[src/rtl/dm.sv]
`default_nettype none
// ============================================================================
// Package     : dm
// Description : DMI request/response types shared by the Debug Module blocks.
// Revision    : 1.0 - initial release
// ============================================================================
package dm;

    typedef enum logic [1:0] {
        DTM_NOP   = 2'd0,
        DTM_READ  = 2'd1,
        DTM_WRITE = 2'd2
    } dtm_op_e;

    typedef enum logic [1:0] {
        DTM_SUCCESS = 2'd0,
        DTM_ERR     = 2'd2,
        DTM_BUSY    = 2'd3
    } dtm_resp_e;

    // op stays a raw 2-bit field so the reserved encoding 3 can be carried and rejected
    typedef struct packed {
        logic [6:0]  addr;
        logic [1:0]  op;
        logic [31:0] data;
    } dmi_req_t;

    typedef struct packed {
        logic [31:0] data;
        logic [1:0]  resp;
    } dmi_resp_t;

endpackage
`default_nettype wire

[src/rtl/dm_dmi_watchdog.sv]
`default_nettype none
// ============================================================================
// Module      : dm_dmi_watchdog
// Description : ACCESS-state timeout counter; only built with DM_DMI_TIMEOUT_EN.
// Revision    : 1.0 - initial release
// ============================================================================
`ifdef DM_DMI_TIMEOUT_EN
module dm_dmi_watchdog #(
    parameter int unsigned TimeoutCycles = 255
) (
    input  logic clk_i,
    input  logic rst_ni,
    input  logic active_i,
    input  logic reg_ready_i,
    output logic expired_o
);

    localparam int unsigned C_RAW_W = $clog2(TimeoutCycles + 1);
    localparam int unsigned C_CNT_W = (C_RAW_W > 8) ? C_RAW_W : 8;

    logic [C_CNT_W-1:0] r_cnt;

    // Counter sits at zero outside ACCESS, so every entry starts a fresh window
    always_ff @(posedge clk_i or negedge rst_ni) begin
        if (!rst_ni) begin
            r_cnt <= '0;
        end else if (!active_i) begin
            r_cnt <= '0;
        end else if (!reg_ready_i) begin
            r_cnt <= r_cnt + 1'b1;
        end
    end

    // Fires in the cycle the count reaches the limit; a same-cycle ready wins
    assign expired_o = active_i && !reg_ready_i &&
                       (r_cnt == C_CNT_W'(TimeoutCycles - 1));

endmodule
`endif
`default_nettype wire

[src/rtl/dm_dmi_responder.sv]
`default_nettype none
// ============================================================================
// Module      : dm_dmi_responder
// Description : DM-side DMI target translating one DMI request into one
//               register-port access. Optional watchdog: DM_DMI_TIMEOUT_EN.
// Revision    : 1.0 - initial release
// ============================================================================
module dm_dmi_responder
    import dm::*;
#(
    parameter logic [6:0]  AddrLo        = 7'h04,
    parameter logic [6:0]  AddrHi        = 7'h40,
    parameter int unsigned TimeoutCycles = 255
) (
    input  logic        clk_i,
    input  logic        rst_ni,
    input  logic        dmi_clear_i,
    input  dmi_req_t    dmi_req_i,
    input  logic        dmi_req_valid_i,
    output logic        dmi_req_ready_o,
    output dmi_resp_t   dmi_resp_o,
    output logic        dmi_resp_valid_o,
    input  logic        dmi_resp_ready_i,
    output logic        reg_valid_o,
    output logic        reg_we_o,
    output logic [6:0]  reg_addr_o,
    output logic [31:0] reg_wdata_o,
    input  logic        reg_ready_i,
    input  logic [31:0] reg_rdata_i,
    input  logic        reg_err_i
);

    typedef enum logic [1:0] {
        ST_IDLE   = 2'd0,
        ST_ACCESS = 2'd1,
        ST_RESP   = 2'd2
    } state_e;

    state_e      r_state;
    state_e      w_state_next;
    dmi_resp_t   r_resp;
    dmi_resp_t   w_resp_next;
    logic        w_load_resp;
    logic        w_req_hs;
    logic        w_in_range;
    logic        w_timeout;
    logic        r_we;
    logic [6:0]  r_addr;
    logic [31:0] r_wdata;

    assign dmi_req_ready_o  = (r_state == ST_IDLE) && !dmi_clear_i;
    assign w_req_hs         = dmi_req_valid_i && dmi_req_ready_o;
    assign w_in_range       = (dmi_req_i.addr >= AddrLo) && (dmi_req_i.addr <= AddrHi);
    assign reg_valid_o      = (r_state == ST_ACCESS) && !dmi_clear_i;
    assign dmi_resp_valid_o = (r_state == ST_RESP) && !dmi_clear_i;
    assign dmi_resp_o       = r_resp;
    assign reg_we_o         = r_we;
    assign reg_addr_o       = r_addr;
    assign reg_wdata_o      = r_wdata;

`ifdef DM_DMI_TIMEOUT_EN
    dm_dmi_watchdog #(
        .TimeoutCycles (TimeoutCycles)
    ) u_watchdog (
        .clk_i       (clk_i),
        .rst_ni      (rst_ni),
        .active_i    (r_state == ST_ACCESS),
        .reg_ready_i (reg_ready_i),
        .expired_o   (w_timeout)
    );
`else
    logic unused_timeout_cfg;
    assign unused_timeout_cfg = ^TimeoutCycles;
    assign w_timeout          = 1'b0;
`endif

    always_comb begin
        w_state_next = r_state;
        w_load_resp  = 1'b0;
        w_resp_next  = '0;
        if (dmi_clear_i) begin
            w_state_next = ST_IDLE;
        end else begin
            case (r_state)
                ST_IDLE: begin
                    if (dmi_req_valid_i) begin
                        if (dmi_req_i.op == DTM_NOP) begin
                            w_load_resp      = 1'b1;
                            w_resp_next.resp = DTM_SUCCESS;
                            w_state_next     = ST_RESP;
                        end else if (((dmi_req_i.op == DTM_READ) ||
                                      (dmi_req_i.op == DTM_WRITE)) && w_in_range) begin
                            w_state_next = ST_ACCESS;
                        end else begin
                            w_load_resp      = 1'b1;
                            w_resp_next.resp = DTM_ERR;
                            w_state_next     = ST_RESP;
                        end
                    end
                end
                ST_ACCESS: begin
                    if (reg_ready_i) begin
                        w_load_resp      = 1'b1;
                        w_resp_next.data = r_we ? 32'h0 : reg_rdata_i;
                        w_resp_next.resp = reg_err_i ? DTM_ERR : DTM_SUCCESS;
                        w_state_next     = ST_RESP;
                    end else if (w_timeout) begin
                        w_load_resp      = 1'b1;
                        w_resp_next.resp = DTM_ERR;
                        w_state_next     = ST_RESP;
                    end
                end
                ST_RESP: begin
                    if (dmi_resp_ready_i) begin
                        w_state_next = ST_IDLE;
                    end
                end
                default: w_state_next = ST_IDLE;
            endcase
        end
    end

    always_ff @(posedge clk_i or negedge rst_ni) begin
        if (!rst_ni) begin
            r_state <= ST_IDLE;
            r_resp  <= '0;
            r_we    <= 1'b0;
            r_addr  <= '0;
            r_wdata <= '0;
        end else begin
            r_state <= w_state_next;
            if (w_load_resp) begin
                r_resp <= w_resp_next;
            end
            if (w_req_hs) begin
                r_we    <= (dmi_req_i.op == DTM_WRITE);
                r_addr  <= dmi_req_i.addr;
                r_wdata <= dmi_req_i.data;
            end
        end
    end

endmodule
`default_nettype wire

[config.mk]
export PLATFORM = sky130hd
export DESIGN_NAME = dm_dmi_responder
export DESIGN_NICKNAME = d
export VERILOG_FILES = /design/src/rtl/dm.sv /design/src/rtl/dm_dmi_watchdog.sv /design/src/rtl/dm_dmi_responder.sv
export SDC_FILE = /design/constraint.sdc
export NUM_CORES = 1
export LEC_CHECK = 0
export CAP_MARGIN = 0
export CORE_MARGIN = 2
export CORE_UTILIZATION = 39
export CTS_CLUSTER_DIAMETER = 200
export CTS_CLUSTER_SIZE = 12
export DETAILED_ROUTE_END_ITERATION = 7
export GPL_ROUTABILITY_DRIVEN = 1
export PLACE_DENSITY = 0.8
export SETUP_SLACK_MARGIN = 0.2
export SYNTH_ARGS = -nofsm -noshare
export SYNTH_HDL_FRONTEND = slang
export SYNTH_HIERARCHICAL = 1
export SYNTH_SLANG_ARGS = --single-unit
[constraint.sdc]
create_clock -name clk_i -period 1.8 [get_ports clk_i]
set_clock_uncertainty 0.1 [all_clocks]
set_input_delay 0.36 -clock clk_i [delete_from_list [all_inputs] [get_ports clk_i]]
set_output_delay 0.36 -clock clk_i [all_outputs]
set_load 0.1 [all_outputs]
==> results.json, run 1 <==
{
  "outcome": "completed",
  "yosysSeqAreaShare": 0.640,
  "rsz0062_at_grt": "true",
  "syn_avg_cell_area_sq_um": 15.6,
  "yosys-top-cells-area": "dfrtp_1, mux2_2, a22o_2",
  "ant_nets": 0,
  "utilization": 0.846,
  "numPortBuffers": 155,
  "fmax_ghz": 0.563,
  "post-route-drc-count": 0,
  "synthToLayoutAreaGrowth_pct": 109,
  "grt_pass1_vias": 2677,
  "design_area_sq_um": 6140,
  "viasPerCell": 5.05,
  "root_buffer": "clkbuf_8",
  "tritoncts": "done",
  "period_minus_slack_ns": 1.78,
  "antenna_cells": 0,
  "setup_viol": 0,
  "wl_mm": 9.87,
  "yosysTopAreaCellShare": 0.640,
  "switchingPower_mw": 3.06,
  "cts_inserted_buffers": 9,
  "clockBufferDepth": 2,
  "syn_nets": 270,
  "r2r_setup_slack_ns": 0.06,
  "htreeDepth": 3,
  "vias": 2417,
  "rr_worst_depth": 8,
  "leakage_nw": 2.74,
  "ir_drop_mv": 0.779,
  "dpl-instance-area_sq_um": 5520,
  "syn_inst": 188,
  "min_from": "dmi_req_i[38]",
  "drtPass1Iterations": 4,
  "critPathRequiredTime_ns": 1.34,
  "die_area_sq_um": 8230,
  "reg2reg_from": "r_state[0]",
  "synth-edff-count": 0,
  "pre_cts_ws_ns": -0.646,
  "synth-async-reset-ratio": 1.00,
  "yosysMostFrequentCell": "dfrtp_1",
  "worstSetupPathType": "reg -> out",
  "cp-end-kind": "output port",
  "worstPathArrival_ns": 1.32,
  "ys_types": 26,
  "critPathSlowestCell": "dfrtp_2",
  "critPathMaxFanout": 5,
  "grt_usage": 0.238,
  "cpPeakStageDelay_ns": 0.47,
  "power.density_nw_per_um2": 1150,
  "clk_latency_ns": 0.33,
  "synth_area_sq_um": 2930,
  "gp_congestion": 0.748,
  "start_kind": "flip-flop",
  "cp_num_buf_inv": 2,
  "maxCapViolCount": 0,
  "period_share": 0.987,
  "yosysTopAreaCell": "dfrtp_1",
  "slew_viol_final": 0,
  "rows": 31,
  "final_cells": 479,
  "finalHoldViolCount": 0,
  "holdPathStages": 2,
  "p_sw_frac": 0.434,
  "hold_ws_ns": 0.165,
  "path_cells": "nor3_4 > buf_6 > buf_12",
  "pwr-share-seq": 0.310,
  "synth.ff_latch_count": 75,
  "cts_sinks": 75,
  "yosys-top-cells-count": "dfrtp_1, mux2_2, a22o_2",
  "finish.net_count": 457,
  "hp-class": "in -> reg",
  "p_int_mw": 3.98,
  "grt_remaining_overflow": 0,
  "p_clk_frac": 0.188,
  "comb_power_share": 0.501,
  "grt_pass1_wl_mm": 15.0,
  "placed_cells": 446,
  "crit_family": "flip-flops",
  "rr_endpoint": "dmi_resp_o[32]",
  "fillers": 348,
  "core_sq_um": 7250,
  "antenna_found_initial": 0,
  "drive_gt1_frac": 0.568,
  "avgRoutedWirePerCell_um": 20.6,
  "yosys_warnings": 6,
  "grt_max_degree": 35,
  "die_h_um": 90.7,
  "setup_ws_ns": 0.0241,
  "whs_endpoint": "reg_addr_o[4]",
  "dp_hpwl_mm": 6.05,
  "ys.flop_type": "dfrtp_1",
  "dieWidth_um": 90.7,
  "drt_iter0_drc": 75,
  "ios": 157,
  "totalNegativeSetupSlack_ns": 0,
  "p_total_mw": 7.04,
  "clk_pin_slew_ns": 0.07,
  "start_util": 0.404
}
==> power groups by stage <==
| stage | Combinational, mW | Clock (mW) | Sequential, mW |
|---|---|---|---|
| 6_report | 3.53 | 1.33 | 2.18 |
| 5_1_grt | 3.61 | 1.42 | 2.21 |
| 4_1_cts | 3.51 | 1.33 | 2.18 |
| 3_5_place_dp | 3.40 | 0 | 2.21 |
| 3_3_place_gp | 3.37 | 0 | 2.20 |
| 2_1_floorplan | 0.368 | 0 | 3.77 |
==> flip-flops by register name, indices dropped and copies added, names as in the netlist <==
name         flops
dmi_resp_o      33
reg_addr_o       7
reg_we_o         1
reg_wdata_o     32
r_state          2
==> cell usage in the layout (no fill, tap or decap), types with 2 or more instances in the layout <==
cell type / count
buf_16: 5
clkbuf_16: 2
dlygate4sd2_1: 4
dfrtp_1: 73
a22o_1: 8
buf_4: 16
buf_6: 8
inv_1: 3
clkdlybuf4s50_1: 66
clkbuf_8: 10
nor2_4: 2
buf_12: 82
clkinv_2: 2
dlymetal6s2s_1: 2
dfrtp_2: 2
a22o_2: 18
nor4_4: 2
a22o_4: 7
clkinv_4: 2
mux2_2: 40
==> per-layer routing <==
layer	global-route usage	vias to the layer above	part of all wire
li1	-	1059	-
met1	0.280	1219	0.38
met2	0.415	120	0.54
met3	0.0726	19	0.065
met4	0.0744	0	0.019
met5	0	-	0
==> timing repair <==
action                     CTS  global route
hold endpoints to repair    32             0
hold buffers                 1             0
setup endpoints to repair   78            77
gates cloned                 5             2
resized for setup           57            10
pin swaps                    3             3
setup buffers                7             2
==> layout make-up <==
type / instances / area [sq um] / area share
Timing Repair Buffer: 188 / 2790 / 0.454
Sequential cell: 75 / 1880 / 0.306
Multi-Input combinational cell: 96 / 1110 / 0.181
Clock buffer: 10 / 138 / 0.0224
Tap cell: 99 / 124 / 0.0202
Clock inverter: 6 / 65.1 / 0.0106
Inverter: 5 / 38.8 / 0.00632
==> cells by family after synthesis <==
family                   count (synthesis)  share of synthesized area
AO/OA/AOI/OAI                           38                      0.127
multiplexers                            41                      0.157
flip-flops                              75                      0.640
other                                    1                    0.00128
AND/OR/NAND/NOR                         14                     0.0337
buffers and inverters                   17                     0.0324
adder cells (fa/ha/maj)                  2                    0.00853
==> worst max path at each step <==
stage / slack, ns / to / cells after the start / start
after floorplan: -0.53 / reg_we_o / 5 / r_state[1]
after global placement: -0.58 / dmi_resp_o[15] / 8 / dmi_req_i[32]
after detailed placement: -0.65 / dmi_resp_o[1] / 8 / dmi_req_i[33]
after CTS: 0.04 / dmi_req_ready_o / 3 / r_state[1]
after global routing: -0.02 / dmi_req_ready_o / 3 / r_state[0]
final: 0.02 / dmi_req_ready_o / 3 / r_state[0]
Note: power is estimated with default switching activity, not from simulation.
==> run 2, diff against run 1 <==
--- a/config.mk
+++ b/config.mk
@@ -14,6 +14,7 @@
 export GPL_ROUTABILITY_DRIVEN = 1
 export PLACE_DENSITY = 0.8
 export SETUP_SLACK_MARGIN = 0.2
+export SLEW_MARGIN = 20
 export SYNTH_ARGS = -nofsm -noshare
 export SYNTH_HDL_FRONTEND = slang
 export SYNTH_HIERARCHICAL = 1
==> results of run 2 <==
Same layout as run 1: the final DEF is identical, and so are final timing and power.
==> run 3, diff against run 2 <==
--- a/config.mk
+++ b/config.mk
@@ -7,12 +7,12 @@
 export LEC_CHECK = 0
 export CAP_MARGIN = 0
 export CORE_MARGIN = 2
-export CORE_UTILIZATION = 39
+export CORE_UTILIZATION = 35
 export CTS_CLUSTER_DIAMETER = 200
 export CTS_CLUSTER_SIZE = 12
 export DETAILED_ROUTE_END_ITERATION = 7
 export GPL_ROUTABILITY_DRIVEN = 1
-export PLACE_DENSITY = 0.8
+export PLACE_DENSITY = 0.76
 export SETUP_SLACK_MARGIN = 0.2
 export SLEW_MARGIN = 20
 export SYNTH_ARGS = -nofsm -noshare
==> constraint.sdc (replaced) <==
create_clock -name clk_i -period 1.55 [get_ports clk_i]
set_clock_uncertainty 0.1 [all_clocks]
set_input_delay 0.31 -clock clk_i [delete_from_list [all_inputs] [get_ports clk_i]]
set_output_delay 0.31 -clock clk_i [all_outputs]
set_load 0.1 [all_outputs]
==> results.json, run 3 (synthesis gave the netlist of run 1 again) <==
{
  "dp_hpwl_mm": 5.96,
  "cpPeakStageDelay_ns": 0.50,
  "reg2reg_from": "r_state[0]",
  "whs_endpoint": "reg_addr_o[2]",
  "failed_checks": "negative setup slack",
  "drive_gt1_frac": 0.617,
  "totalNegativeSetupSlack_ns": -13.51,
  "hp-class": "in -> reg",
  "final_common_cell": "buf_12",
  "hold_ws_ns": 0.156,
  "rr_endpoint": "dmi_resp_o[23]",
  "clockBufferDepth": 2,
  "critPathMaxFanout": 8,
  "ir_drop_mv": 0.865,
  "p_clk_frac": 0.182,
  "die_h_um": 95.5,
  "period_share": 1.16,
  "switchingPower_mw": 3.63,
  "dieWidth_um": 95.5,
  "die_area_sq_um": 9130,
  "tritoncts": "done",
  "cp-end-kind": "flip-flop",
  "antenna_cells": 0,
  "period_minus_slack_ns": 1.80,
  "ios": 157,
  "drt_iter0_drc": 55,
  "synthToLayoutAreaGrowth_pct": 130,
  "clk_pin_slew_ns": 0.08,
  "rr_worst_depth": 7,
  "setup_viol": 77,
  "critPathSlowestCell": "clkdlybuf4s50_1",
  "avgRoutedWirePerCell_um": 18.2,
  "crit_top_cell": "buf_12",
  "pre_cts_ws_ns": -0.848,
  "start_kind": "input pin",
  "comb_power_share": 0.525,
  "p_int_mw": 5.03,
  "path_cells": "clkdlybuf4s50_1 > nand2_1 > o21ai_1 > o311ai_4 > buf_12 > buf_12 > clkbuf_16 > a22o_2",
  "wl_mm": 9.90,
  "post-route-drc-count": 0,
  "pwr-share-seq": 0.293,
  "core_sq_um": 8180,
  "p_total_mw": 8.66,
  "critPathRequiredTime_ns": 1.68,
  "grt_max_degree": 33,
  "drtPass1Iterations": 4,
  "antenna_found_initial": 0,
  "finish.net_count": 516,
  "setup_ws_ns": -0.247,
  "outcome": "finished with violations",
  "start_util": 0.359,
  "gp_congestion": 0.774,
  "grt_pass1_vias": 2785,
  "root_buffer": "clkbuf_8",
  "final_cell_mix": "buf_12, dfrtp_1, clkdlybuf4s50_1, buf_4, mux2_4",
  "fmax_ghz": 0.557,
  "rows": 33,
  "cts_inserted_buffers": 9,
  "grt_pass1_wl_mm": 14.6,
  "cts_sinks": 75,
  "power.density_nw_per_um2": 1280,
  "worstSetupPathType": "in -> reg",
  "utilization": 0.826,
  "viasPerCell": 4.81,
  "p_sw_frac": 0.419,
  "ant_nets": 0,
  "slew_viol_final": 0,
  "numPortBuffers": 155,
  "htreeDepth": 3,
  "min_from": "dmi_req_i[36]",
  "holdPathStages": 2,
  "clk_latency_ns": 0.34,
  "worstPathArrival_ns": 1.93,
  "grt_usage": 0.214,
  "maxCapViolCount": 0,
  "leakage_nw": 3.15,
  "grt_remaining_overflow": 0,
  "rsz0062_at_grt": "true",
  "r2r_setup_slack_ns": -0.23,
  "finalHoldViolCount": 0,
  "largest_reg_flops": 33,
  "vias": 2619
}
## run 3: critical path, delay by kind of cell
| family | cells | cell delay [ns] |
|---|---|---|
| simple gates | 1 | 0.14 |
| buf+inv | 4 | 0.93 |
| compound gates | 3 | 0.53 |
## run 3: layout make-up
cell class	instances	area (sq um)
Inverter	5	33.8
Clock buffer	11	151
Tap cell	105	131
Sequential cell	75	1880
Clock inverter	5	58.8
Timing Repair Buffer	247	3310
Multi-Input combinational cell	96	1190
Fill cell	411	1420
## run 3: worst max path at each step
stage / startpoint / end / slack, ns / cells after the start
4_1_cts: r_state[1] / reg_valid_o / -0.24 / 5
5_1_grt: r_state[1] / reg_valid_o / -0.30 / 5
3_3_place_gp: dmi_req_i[32] / dmi_resp_o[8] / -0.80 / 8
3_5_place_dp: dmi_req_i[33] / dmi_resp_o[29] / -0.85 / 8
2_1_floorplan: r_state[1] / reg_we_o / -0.78 / 5
6_report: reg_ready_i / dmi_resp_o[23] / -0.25 / 8
## run 3: stage by stage
stage	std cells	instance area (sq um)
final	544	6750
after global routing	544	6750
after CTS	516	6490
after detailed placement	455	5550
after global placement	455	5550
after floorplan	188	3020
## run 3: power groups by stage
stage / combinational [mW] / sequential, mW / clock (mW)
after detailed placement: 3.96 / 2.57 / 0
after floorplan: 0.427 / 4.38 / 0
after CTS: 4.40 / 2.53 / 1.61
after global placement: 3.93 / 2.55 / 0
final: 4.55 / 2.53 / 1.58
after global routing: 4.67 / 2.57 / 1.72
## run 3: what timing repair did
| action | in CTS | in global routing |
|---|---|---|
| pin swaps | 7 | 1 |
| gates cloned | 7 | 1 |
| hold buffers | 1 | 0 |
| setup buffers | 37 | 27 |
| setup endpoints to repair | 146 | 151 |
| hold endpoints to repair | 26 | 0 |
| gates resized for setup | 91 | 5 |
## run 3: routing by layer
metal,GRT usage,part of all wire,vias up
met3,0.0680,0.060,11
met4,0.0500,0.012,0
met2,0.371,0.55,98
met1,0.260,0.38,1333
met5,0,0,-
li1,-,-,1177
